**config.mk**
```make
export PLATFORM = sky130hd
export DESIGN_NAME = result_mem_slave_flat
export DESIGN_NICKNAME = d
export VERILOG_FILES = /design/src/rtl/result_mem_slave_if.sv /design/src/rtl/result_mem_slave.sv /design/src/flat_wrapper.sv
export SDC_FILE = /design/constraint.sdc
export NUM_CORES = 1
export LEC_CHECK = 0
export BUFFER_PORTS_ARGS = -buffer_cell sky130_fd_sc_hd__clkbuf_2
export CELL_PAD_IN_SITES_DETAIL_PLACEMENT = 0
export CELL_PAD_IN_SITES_GLOBAL_PLACEMENT = 1
export CORE_AREA = 2 2 242 244
export DETAILED_ROUTE_END_ITERATION = 10
export DIE_AREA = 0 0 244 246
export PLACE_DENSITY_LB_ADDON = 0.1
export RECOVER_POWER = 25
export SLEW_MARGIN = 40
export SYNTH_ARGS = -nofsm -noshare
export SYNTH_HDL_FRONTEND = slang
export SYNTH_SLANG_ARGS = --single-unit
```
**constraint.sdc**
```tcl
create_clock -name clk -period 6 [get_ports clk]
set_clock_uncertainty 0.1 [all_clocks]
set_input_delay 1.2 -clock clk [delete_from_list [all_inputs] [get_ports clk]]
set_output_delay 1.2 -clock clk [all_outputs]
set_load 0.05 [all_outputs]
```
**src/rtl/result_mem_slave_if.sv**
```systemverilog
// rtl/result_mem_slave_if.sv - master-port bus bundle for the result memory slave
interface result_mem_slave_if;
    logic        M_req;
    logic        M_wr;
    logic [7:0]  M_address;
    logic [31:0] M_din;
    logic        M_grant;
    logic [31:0] M_dout;

    modport master (
        output M_req,
        output M_wr,
        output M_address,
        output M_din,
        input  M_grant,
        input  M_dout
    );

    modport slave (
        input  M_req,
        input  M_wr,
        input  M_address,
        input  M_din,
        output M_grant,
        output M_dout
    );
endinterface

```
**src/rtl/result_mem_slave.sv**
```systemverilog
// rtl/result_mem_slave.sv - 16-word result store filled by a bus master, read by a host, irq on full set
module result_mem_slave #(
    parameter logic [7:0]  BASE_ADDR = 8'h20,
    parameter int unsigned EXPECT    = 9
) (
    input  logic                     clk,
    input  logic                     reset_n,
    result_mem_slave_if.slave        m_bus,
    input  logic                     H_rd,
    input  logic [3:0]               H_address,
    output logic [31:0]              H_dout,
    input  logic                     irq_clr,
    output logic                     done,
    output logic                     irq,
    output logic                     err,
    output logic [4:0]               wr_cnt
);

    typedef enum logic [1:0] {
        S_IDLE  = 2'd0,
        S_GRANT = 2'd1,
        S_DONE  = 2'd2
    } state_t;

    state_t      state_q;
    logic        grant_q;
    logic [31:0] m_dout_q;
    logic [31:0] h_dout_q;
    logic        done_q;
    logic        irq_q;
    logic        err_q;
    logic [4:0]  cnt_q;
    logic [4:0]  cnt_d;
    logic [15:0] valid_q;
    logic [31:0] mem_q [16];

    logic [8:0]  win_lo;
    logic [8:0]  win_hi;
    logic [8:0]  addr_ext;
    logic        in_win;
    logic [3:0]  idx;
    logic        access;
    logic        wr_hit;
    logic        rd_hit;
    logic        new_word;
    logic        completes;

    // Window bounds are computed one bit wider so BASE_ADDR near 8'hFF cannot wrap.
    assign win_lo   = {1'b0, BASE_ADDR};
    assign win_hi   = {1'b0, BASE_ADDR} + 9'd16;
    assign addr_ext = {1'b0, m_bus.M_address};
    assign in_win   = (addr_ext >= win_lo) && (addr_ext < win_hi);
    assign idx      = 4'(m_bus.M_address - BASE_ADDR);

    assign access    = (state_q == S_GRANT) && m_bus.M_req;
    assign wr_hit    = access && m_bus.M_wr && in_win;
    assign rd_hit    = access && !m_bus.M_wr && in_win;
    assign new_word  = wr_hit && !valid_q[idx];
    assign cnt_d     = (cnt_q == 5'd16) ? cnt_q : cnt_q + 5'd1;
    assign completes = new_word && (32'(cnt_d) == EXPECT);

    always_ff @(posedge clk) begin
        if (!reset_n) begin
            state_q  <= S_IDLE;
            grant_q  <= 1'b0;
            m_dout_q <= 32'h0;
            h_dout_q <= 32'h0;
            done_q   <= 1'b0;
            irq_q    <= 1'b0;
            err_q    <= 1'b0;
            cnt_q    <= 5'd0;
            valid_q  <= 16'h0;
        end else begin
            // Nonblocking read of mem_q returns pre-write data on a same-cycle collision.
            if (H_rd) begin
                h_dout_q <= mem_q[H_address];
            end

            case (state_q)
                S_IDLE: begin
                    if (m_bus.M_req) begin
                        state_q <= S_GRANT;
                        grant_q <= 1'b1;
                    end
                end

                S_GRANT: begin
                    if (!m_bus.M_req) begin
                        state_q <= S_IDLE;
                        grant_q <= 1'b0;
                    end else begin
                        if (rd_hit) begin
                            m_dout_q <= mem_q[idx];
                        end
                        if (!in_win) begin
                            err_q <= 1'b1;
                        end
                        if (new_word) begin
                            valid_q[idx] <= 1'b1;
                            cnt_q        <= cnt_d;
                        end
                        if (completes) begin
                            state_q <= S_DONE;
                            grant_q <= 1'b0;
                            done_q  <= 1'b1;
                            irq_q   <= 1'b1;
                        end
                    end
                end

                S_DONE: begin
                    if (irq_clr) begin
                        state_q <= S_IDLE;
                        done_q  <= 1'b0;
                        irq_q   <= 1'b0;
                        err_q   <= 1'b0;
                        cnt_q   <= 5'd0;
                        valid_q <= 16'h0;
                    end
                end

                default: begin
                    state_q <= S_IDLE;
                    grant_q <= 1'b0;
                end
            endcase
        end
    end

    // Data words carry no reset; reset only blocks a write landing in the same cycle.
    always_ff @(posedge clk) begin
        if (reset_n && wr_hit) begin
            mem_q[idx] <= m_bus.M_din;
        end
    end

    assign m_bus.M_grant = grant_q;
    assign m_bus.M_dout  = m_dout_q;
    assign H_dout        = h_dout_q;
    assign done          = done_q;
    assign irq           = irq_q;
    assign err           = err_q;
    assign wr_cnt        = cnt_q;

endmodule

```
**src/flat_wrapper.sv**
```systemverilog
// flat-port wrapper written by rule: the top's interface ports become plain ports
module result_mem_slave_flat 
#(
    parameter logic [7:0]  BASE_ADDR = 8'h20,
    parameter int unsigned EXPECT    = 9
)
  (clk, reset_n, H_rd, H_address, H_dout, irq_clr, done, irq, err, wr_cnt, m_bus_M_req, m_bus_M_wr, m_bus_M_address, m_bus_M_din, m_bus_M_grant, m_bus_M_dout);
  result_mem_slave_if m_bus_i ();
  input  logic clk;
  input  logic reset_n;
  input  logic H_rd;
  input  logic [3:0] H_address;
  output logic [31:0] H_dout;
  input  logic irq_clr;
  output logic done;
  output logic irq;
  output logic err;
  output logic [4:0] wr_cnt;
  input wire logic [$bits(m_bus_i.M_req)-1:0] m_bus_M_req;
  input wire logic [$bits(m_bus_i.M_wr)-1:0] m_bus_M_wr;
  input wire logic [$bits(m_bus_i.M_address)-1:0] m_bus_M_address;
  input wire logic [$bits(m_bus_i.M_din)-1:0] m_bus_M_din;
  output wire logic [$bits(m_bus_i.M_grant)-1:0] m_bus_M_grant;
  output wire logic [$bits(m_bus_i.M_dout)-1:0] m_bus_M_dout;
  assign m_bus_i.M_req = m_bus_M_req;
  assign m_bus_i.M_wr = m_bus_M_wr;
  assign m_bus_i.M_address = m_bus_M_address;
  assign m_bus_i.M_din = m_bus_M_din;
  assign m_bus_M_grant = m_bus_i.M_grant;
  assign m_bus_M_dout = m_bus_i.M_dout;
  result_mem_slave #(.BASE_ADDR(BASE_ADDR), .EXPECT(EXPECT)) u_core (.clk(clk), .reset_n(reset_n), .m_bus(m_bus_i), .H_rd(H_rd), .H_address(H_address), .H_dout(H_dout), .irq_clr(irq_clr), .done(done), .irq(irq), .err(err), .wr_cnt(wr_cnt));
endmodule
```
==> summary.md, run 1 <==
| Metric | Value |
|---|---|
| Status | complete, no violations |
| Layout cells sized above 1 | 0.3901 |
| Global route total overflow | 0 |
| Final number of setup-violating endpoints | 0 |
| Flop-to-flop setup slack | about 2.6 ns |
| Area grow syn2layout | 13.94% |
| Setup TNS | 0 ns |
| RSZ-0062 raised after global routing | no |
| Hold Crit Class | reg2reg |
| Placer Congestion | roughly 0.76 |
| Total power | slightly above 9 mW |
| Via density | between 6 and 7 |
| IO Port Bufs | 122 |
| Crit path kind | in2reg |
| Initial DRC count | 1173 |
| Peak VDD IR | 0.2134 mV |
| Largest net degree at the start of global routing | 82 |
| #FFs+latches synth | between 600 and 700 |
| Max_cap viols | 0 |
| Seq/Total Area, Yosys | 0.6449 |
| Core Util, Final | 0.5290 |
| CTS Buf Count | 67 |
| Yosys cell types | between 40 and 50 |
| Worst reg2reg path depth | 6 |
| CTS-repair resized insts | 0 |
| Gr busiest metal | met2 |
| R2r endpoint | u_core.mem_q[6][21]$_DFFE_PP_ |
| Vias in the first global route | about 15000 |
| Worst-skew pair later-pin latency | roughly 0.59 ns |
| Data required, critical path | 6.16 ns |
| Largest area contributor in the netlist | edfxtp_1 |
| Final hold viol count | 0 |
| CP Launch Type | input port |
| Die X | 244 µm |
| Detailed Routing Iterations Pass 1 | 5 |
| Number of I/O pins | 123 |
| Worst reg2reg path startpoint | u_core.state_q[0]$_SDFFE_PN0P_ |
| Crit path from | m_bus_M_address[7] |
| Syn_nets | 1374 |
| Post-route DRC violation count | 0 |
| WL final | between 60 and 70 mm |
| Clk sinks | 602 |
| Most used DFF post-synth | edfxtp_1 |
| Worst Max-Slew Pin Slew | 0.8505 ns |
| Top cells by count, synth | 512 x edfxtp_1, 322 x mux4_2, 90 x dfxtp_1 |
| FFs w/ async S/R, synth | 0 |
| Root Buffer | clkbuf_16 |
| Relative slew slack | 0.4317 |
| Syn Inst Count | 1322 |
| Post-synth top area share | 0.5773 |
| HPWL Detailed | 38.67 mm |
| Crit path arrival time | ~4.0 ns |
| Routing usage on met2 | 0.3941 |
| Hold Buf Count CTS | 0 |
| Yosys warns | 0 |
| Final hold slack | around 0.34 ns |
| Top-count cell post-synth | edfxtp_1 |
| Drt wl/cell | 30.24 µm |
| Cell Rows | 88 |
| Number of synthesized flops with an enable pin | 512 |
| DRT antenna net count | 0 |
| Core Area | 57370 µm² |
| Crit path max fanout | 15 |
| Fin. max-slew vios | 0 |
| Starting Density | 0.4643 |
| Worst Hold Depth | 2 |
| Fin crit period | approximately 3.8 ns |
| Post-Syn Area per Cell | 20.15 µm² |
| Die span in y | 246 µm |
| Die area | 60020 µm² |
| Period utilization | 0.6344 |
| CTS tree | done |
| Grt met3 use | 0.03900 |
| All-Layer GR Usage | 0.2363 |
| Max Freq | about 260 MHz |
| Largest cells by area after synthesis | edfxtp_1 58%, mux4_2 27%, dfxtp_1 6.8%, mux2i_1 1.3%, nor2_1 1.0% |
| Clock tree buffer depth | 3 |
| GR Util met1 | 0.3189 |
| Vias | 14060 |
| Post-Syn Area | 26630 µm² |
| LEAKAGE | 9.832 nW |
| Worst setup EP type | register |
| Clk slew on worst S/H paths | roughly 0.06 ns |
| Nets | 1510 |
| Global-route wire length before repair | 101.4 mm |
| CTS HTree Levels | 3 |
| Hold EP | u_core.m_bus.M_dout[23]$_SDFFE_PN0P_ |
| Initial antenna violation count | 2 |
| HP Start | u_core.m_bus.M_dout[23]$_SDFFE_PN0P_ |
| Power Density | between 300 and 400 nW/µm² |
| Post-CTS setup buffers | 0 |
==> final cells by class <==
cell class / count / area [µm²]
Tap cell: 765 / 957.2
Timing Repair Buffer: 161 / 978.4
Multi-Input combinational cell: 589 / 8917
Fill cell: 4530 / 27020
Clock buffer: 87 / 1918
Inverter: 37 / 138.9
Antenna cell: 1 / 2.502
Clock inverter: 34 / 256.5
Sequential cell: 602 / 17180
==> stage by stage <==
stage / cell area (µm²) / instances / setup slack [ns]
final: 30350 / 2276 / 2.193
after global routing: 30350 / 2276 / 2.017
after CTS: 30340 / 2274 / 2.218
after detailed placement: 28170 / 2153 / 1.622
after global placement: 28170 / 2153 / 1.636
after floorplan: 26630 / 1322 / 1.035
==> layout by cell type, fill, tap and decap left out, types with 35 or more instances in the layout <==
| cell | count |
|---|---|
| edfxtp_1 | 512 |
| mux4_2 | 322 |
| clkbuf_2 | 93 |
| dfxtp_1 | 90 |
| clkbuf_16 | 72 |
| nor2_1 | 59 |
| nand2_1 | 46 |
| clkinv_1 | 39 |
| buf_4 | 36 |
| mux2i_1 | 35 |
==> flip-flops by register name, indices dropped and copies added (netlist names) <==
register,flops
u_core.state_q,2
u_core.err,1
u_core.done,1
u_core.m_bus.M_grant,1
u_core.mem_q,512
u_core.valid_q,16
u_core.H_dout,32
u_core.m_bus.M_dout,32
u_core.wr_cnt,5
==> worst max-delay path, stage by stage <==
cell and delay [ns]:
clkbuf_2 0.08, nor4b_1 0.38, nand3_1 0.22, nor3_1 0.55, nand2_1 0.39, nor2_4 0.75
buf_4 0.37
==> kinds of logic after synthesis <==
group                      share of synthesized area
xor gates and xnor gates                   0.0003289
AOI/OAI and AO/OA                            0.01738
buffers and inverters                        0.02471
muxes                                         0.2859
DFF                                           0.6449
adders and majority gates                  0.0009394
and+or+nand+nor                              0.02584
==> worst max-delay path by stage <==
stage          depth (start not counted)                       endpoint  slack [ns]
3_5_place_dp                           7   u_core.mem_q[6][1]$_DFFE_PP_        1.62
3_3_place_gp                           7   u_core.mem_q[7][8]$_DFFE_PP_        1.64
2_1_floorplan                          5  u_core.mem_q[12][0]$_DFFE_PP_        1.03
6_report                               7  u_core.mem_q[6][21]$_DFFE_PP_        2.19
4_1_cts                                7  u_core.mem_q[6][21]$_DFFE_PP_        2.22
5_1_grt                                7  u_core.mem_q[6][21]$_DFFE_PP_        2.02
==> power by group <==
part | switching, mW | internal (mW)
combinational | 0.383 | 0.271
clock | 1.66 | 2.39
sequential | 0.0121 | 4.55
total | 2.05 | 7.21
==> routing by layer <==
layer | up-vias | wire length (µm)
li1 | 5855 | -
met1 | 7630 | 28540
met2 | 476 | 34740
met3 | 100 | 3693
met4 | 0 | 1849
met5 | - | 0
No activity file was read; power rests on OpenSTA's default activity.
==> run 2: changes to the inputs <==
- ABC_AREA: default -> 1
- CORE_AREA: 2 2 242 244 -> 2 2 252 254
- DIE_AREA: 0 0 244 246 -> 0 0 254 256
- clock period: 6 -> 3.2 ns (I/O delays scaled with it)
==> summary.md, run 2 <==
| Metric | Value |
|---|---|
| Gr busiest metal | met2 |
| Grt met3 use | 0.05471 |
| Yosys cell types | 32 |
| LEAKAGE | ~11 nW |
| Largest area contributor in the netlist | edfxtp_1 |
| Worst-skew pair later-pin latency | around 0.60 ns |
| CTS tree | done |
| Slowest CP cell | buf_4 |
| Starting Density | 0.4358 |
| CTS Buf Count | 70 |
| # fillers | approximately 5600 |
| WL final | 98.72 mm |
| #FFs+latches synth | 602 |
| Final hold viol count | 0 |
| Post-Syn Area | 27190 µm² |
| DP Cell Count | 3447 |
| Global route total overflow | 0 |
| CTS HTree Levels | 3 |
| Status | complete, no violations |
| Routing usage on met2 | 0.4703 |
| Crit path arrival time | approximately 2.5 ns |
| Crit path from | u_core.state_q[1]$_SDFFE_PN0P_ |
| Final worst setup slack | 0.8332 ns |
| Initial antenna violation count | 1 |
| Multi-input gate area | 8891 µm² |
| Placer Congestion | approximately 0.8 |
| Top-count cell post-synth | edfxtp_1 |
| CP Buf/Inv Count | 3 |
| Max Freq | 422.5 MHz |
| Die area | 65020 µm² |
| Worst Max-Slew Pin Slew | between 0.7 and 0.8 ns |
| Largest Register | u_core.mem_q |
| HPWL Detailed | 53.08 mm |
| HP Start | m_bus_M_req |
| Data required, critical path | 3.32 ns |
| Syn Inst Count | 2605 |
| Post-route DRC violation count | 0 |
| Simple-gate share of the synthesized area | 0.1402 |
| CP Launch Type | register |
| DRT antenna net count | 0 |
| Initial DRC count | 3102 |
| Flop-to-flop setup slack | 0.83 ns |
| Crit path kind | reg2reg |
| Max_cap viols | 0 |
| DP Worst Slack | roughly 0.44 ns |
| Worst reg2reg path startpoint | u_core.state_q[1]$_SDFFE_PN0P_ |
| Area grow syn2layout | 15.69% |
| Via density | 6.366 |
| Register area | 17180 µm² |
| Global-route wire length before repair | 145.7 mm |
| Critical Path Stages | 9 |
| Clock tree buffer depth | 3 |
| Mux contribution to synthesized area | 0 |
| Peak VDD IR | 0.4515 mV |
| Final hold slack | approximately 0.22 ns |
| Syn_nets | about 2700 |
| Hold Buf Count CTS | 0 |
| Total power | between 15 and 20 mW |
| Hold Crit Class | in2reg |
| Cell Rows | 92 |
| Worst reg2reg path depth | 9 |
| Clk slew on worst S/H paths | 0.06 ns |
| Post-synthesis compound-gate area fraction | 0.1778 |
| Max incr delay on CP | 0.49 ns |
| Number of synthesized flops with an enable pin | around 510 |
| Layout cells sized above 1 | 0.1196 |
| Nets | 2725 |
| Core Area | 62390 µm² |
| Post-Synth Adder-Cell Area | 0.0009204 |
| Main combinational cell family by area after synthesis | compound AO/OA/AOI/OAI gates |
| Largest net degree at the start of global routing | 92 |
| IO Port Bufs | 122 |
| Top cells by count, synth | 512 x edfxtp_1, 365 x nand3_1, 335 x o21ai_0 |
| Fin crit period | approximately 2.4 ns |
| CTS-repair resized insts | 0 |
| Drt wl/cell | 27.64 µm |
| FFs w/ async S/R, synth | 0 |
| Top Family by Delay on Critical Path | buffers and inverters |
| Power Density | 568.7 nW/µm² |
| Final number of setup-violating endpoints | 0 |
| GR Util met1 | 0.4234 |
| Most used DFF post-synth | edfxtp_1 |
| Synth Area in XOR/XNOR | 0 |
| Clk sinks | between 600 and 700 |
| RSZ-0062 raised after global routing | no |
| Fin. max-slew vios | 0 |
| Yosys warns | 0 |
| Commonest non-fill, non-tap cell in the layout | edfxtp_1 |
| Worst setup EP type | register |
| Post-synth top area share | 0.5655 |
| Seq/Total Area, Yosys | 0.6318 |
| Vias | between 20000 and 25000 |
| Period utilization | 0.7396 |
| CP cell instances | inv_1, nand2_1, nor2_2, nand2_1, nor2_1, nand2_1, buf_4, nor3_4, buf_4 |
| Crit-path most repeated cell | nand2_1 |
| Largest cells by area after synthesis | edfxtp_1 57%, nand3_1 6.7%, dfxtp_1 6.6%, o21ai_0 6.2%, nor2_1 4.3% |
| Die span in y | 256 µm |
| R2r endpoint | u_core.mem_q[0][29]$_DFFE_PP_ |
| Detailed Routing Iterations Pass 1 | 6 |
| Max reg flops | ~510 |
| Fin cells | ~3600 |
| Post-Syn Area per Cell | 10.44 µm² |
| Vias in the first global route | 22250 |
| Most frequent cells in the layout | 512 x edfxtp_1, 365 x nand3_1, 335 x o21ai_0 |
| Post-CTS setup buffers | 0 |
| Ant. Diodes | 0 |
| Die X | approximately 250 µm |
| Relative slew slack | 0.5010 |
| Worst Hold Depth | 3 |
| All-Layer GR Usage | 0.3018 |
| Root Buffer | clkbuf_16 |
| Number of I/O pins | between 100 and 150 |
| Crit path to | u_core.mem_q[0][29]$_DFFE_PP_ |
| Crit path max fanout | 22 |
run 2: cell types whose count changed in the layout (fill, tap and decap cells not counted), moves of 33 or more:
cell / before / now
a21oi_1: 8 / 93
a22oi_1: 1 / 128
clkinv_1: 39 / 6
inv_1: 6 / 107
mux2i_1: 35 / 0
mux4_2: 322 / 0
nand2_1: 46 / 154
nand3_1: 5 / 365
nor2_1: 59 / 311
o211ai_1: 1 / 95
o21ai_0: 5 / 335
o221ai_1: 0 / 42
o22ai_1: 0 / 49
run 2: worst min path at each step:
stage / to / slack [ns]
6_report: u_core.m_bus.M_grant$_SDFFE_PN0P_ / 0.22
5_1_grt: u_core.state_q[0]$_SDFFE_PN0P_ / 0.25
4_1_cts: u_core.m_bus.M_grant$_SDFFE_PN0P_ / 0.21
3_5_place_dp: u_core.valid_q[0]$_SDFFE_PN0P_ / 0.34
3_3_place_gp: u_core.valid_q[0]$_SDFFE_PN0P_ / 0.34
2_1_floorplan: u_core.valid_q[0]$_SDFFE_PN0P_ / 0.33
run 2: layout make-up:
class,count,area share
Tap cell,846,0.03365
Inverter,117,0.01432
Timing Repair Buffer,218,0.05398
Clock inverter,20,0.005489
Sequential cell,602,0.5461
Multi-Input combinational cell,1664,0.2827
Clock buffer,105,0.06381
run 2: worst min-delay path: stages:
cell and delay [ns]:
clkbuf_2 0.09, nand2_1 0.07, a21oi_1 0.06
run 2: cell families after synthesis:
family,Yosys count
flops,602
buf+inv,339
compound gates,790
fa+ha+maj,2
simple gates,872
run 2: metal layers:
metal  vias to the layer above  share of wire
li1                       9853              -
met3                       227           0.10
met4                         2          0.030
met5                         -        0.00019
met2                      1429           0.46
met1                     11230           0.41
run 2: power by group:
part	switching, mW	leakage [nW]	internal (mW)
registers	0.0271	5.33	8.54
logic	1.19	4.42	0.401
clock network	3.16	1.06	4.56
total	4.38	10.8	13.5
run 2: through the flow:
step / utilization / cell area, µm² / setup TNS [ns]
3_3_place_gp: 0.4696 / 29300 / 0
6_report: 0.5042 / 31450 / 0
4_1_cts: 0.5046 / 31480 / 0
3_5_place_dp: 0.4696 / 29300 / 0
2_1_floorplan: - / 27270 / -53.39
5_1_grt: 0.5042 / 31450 / 0
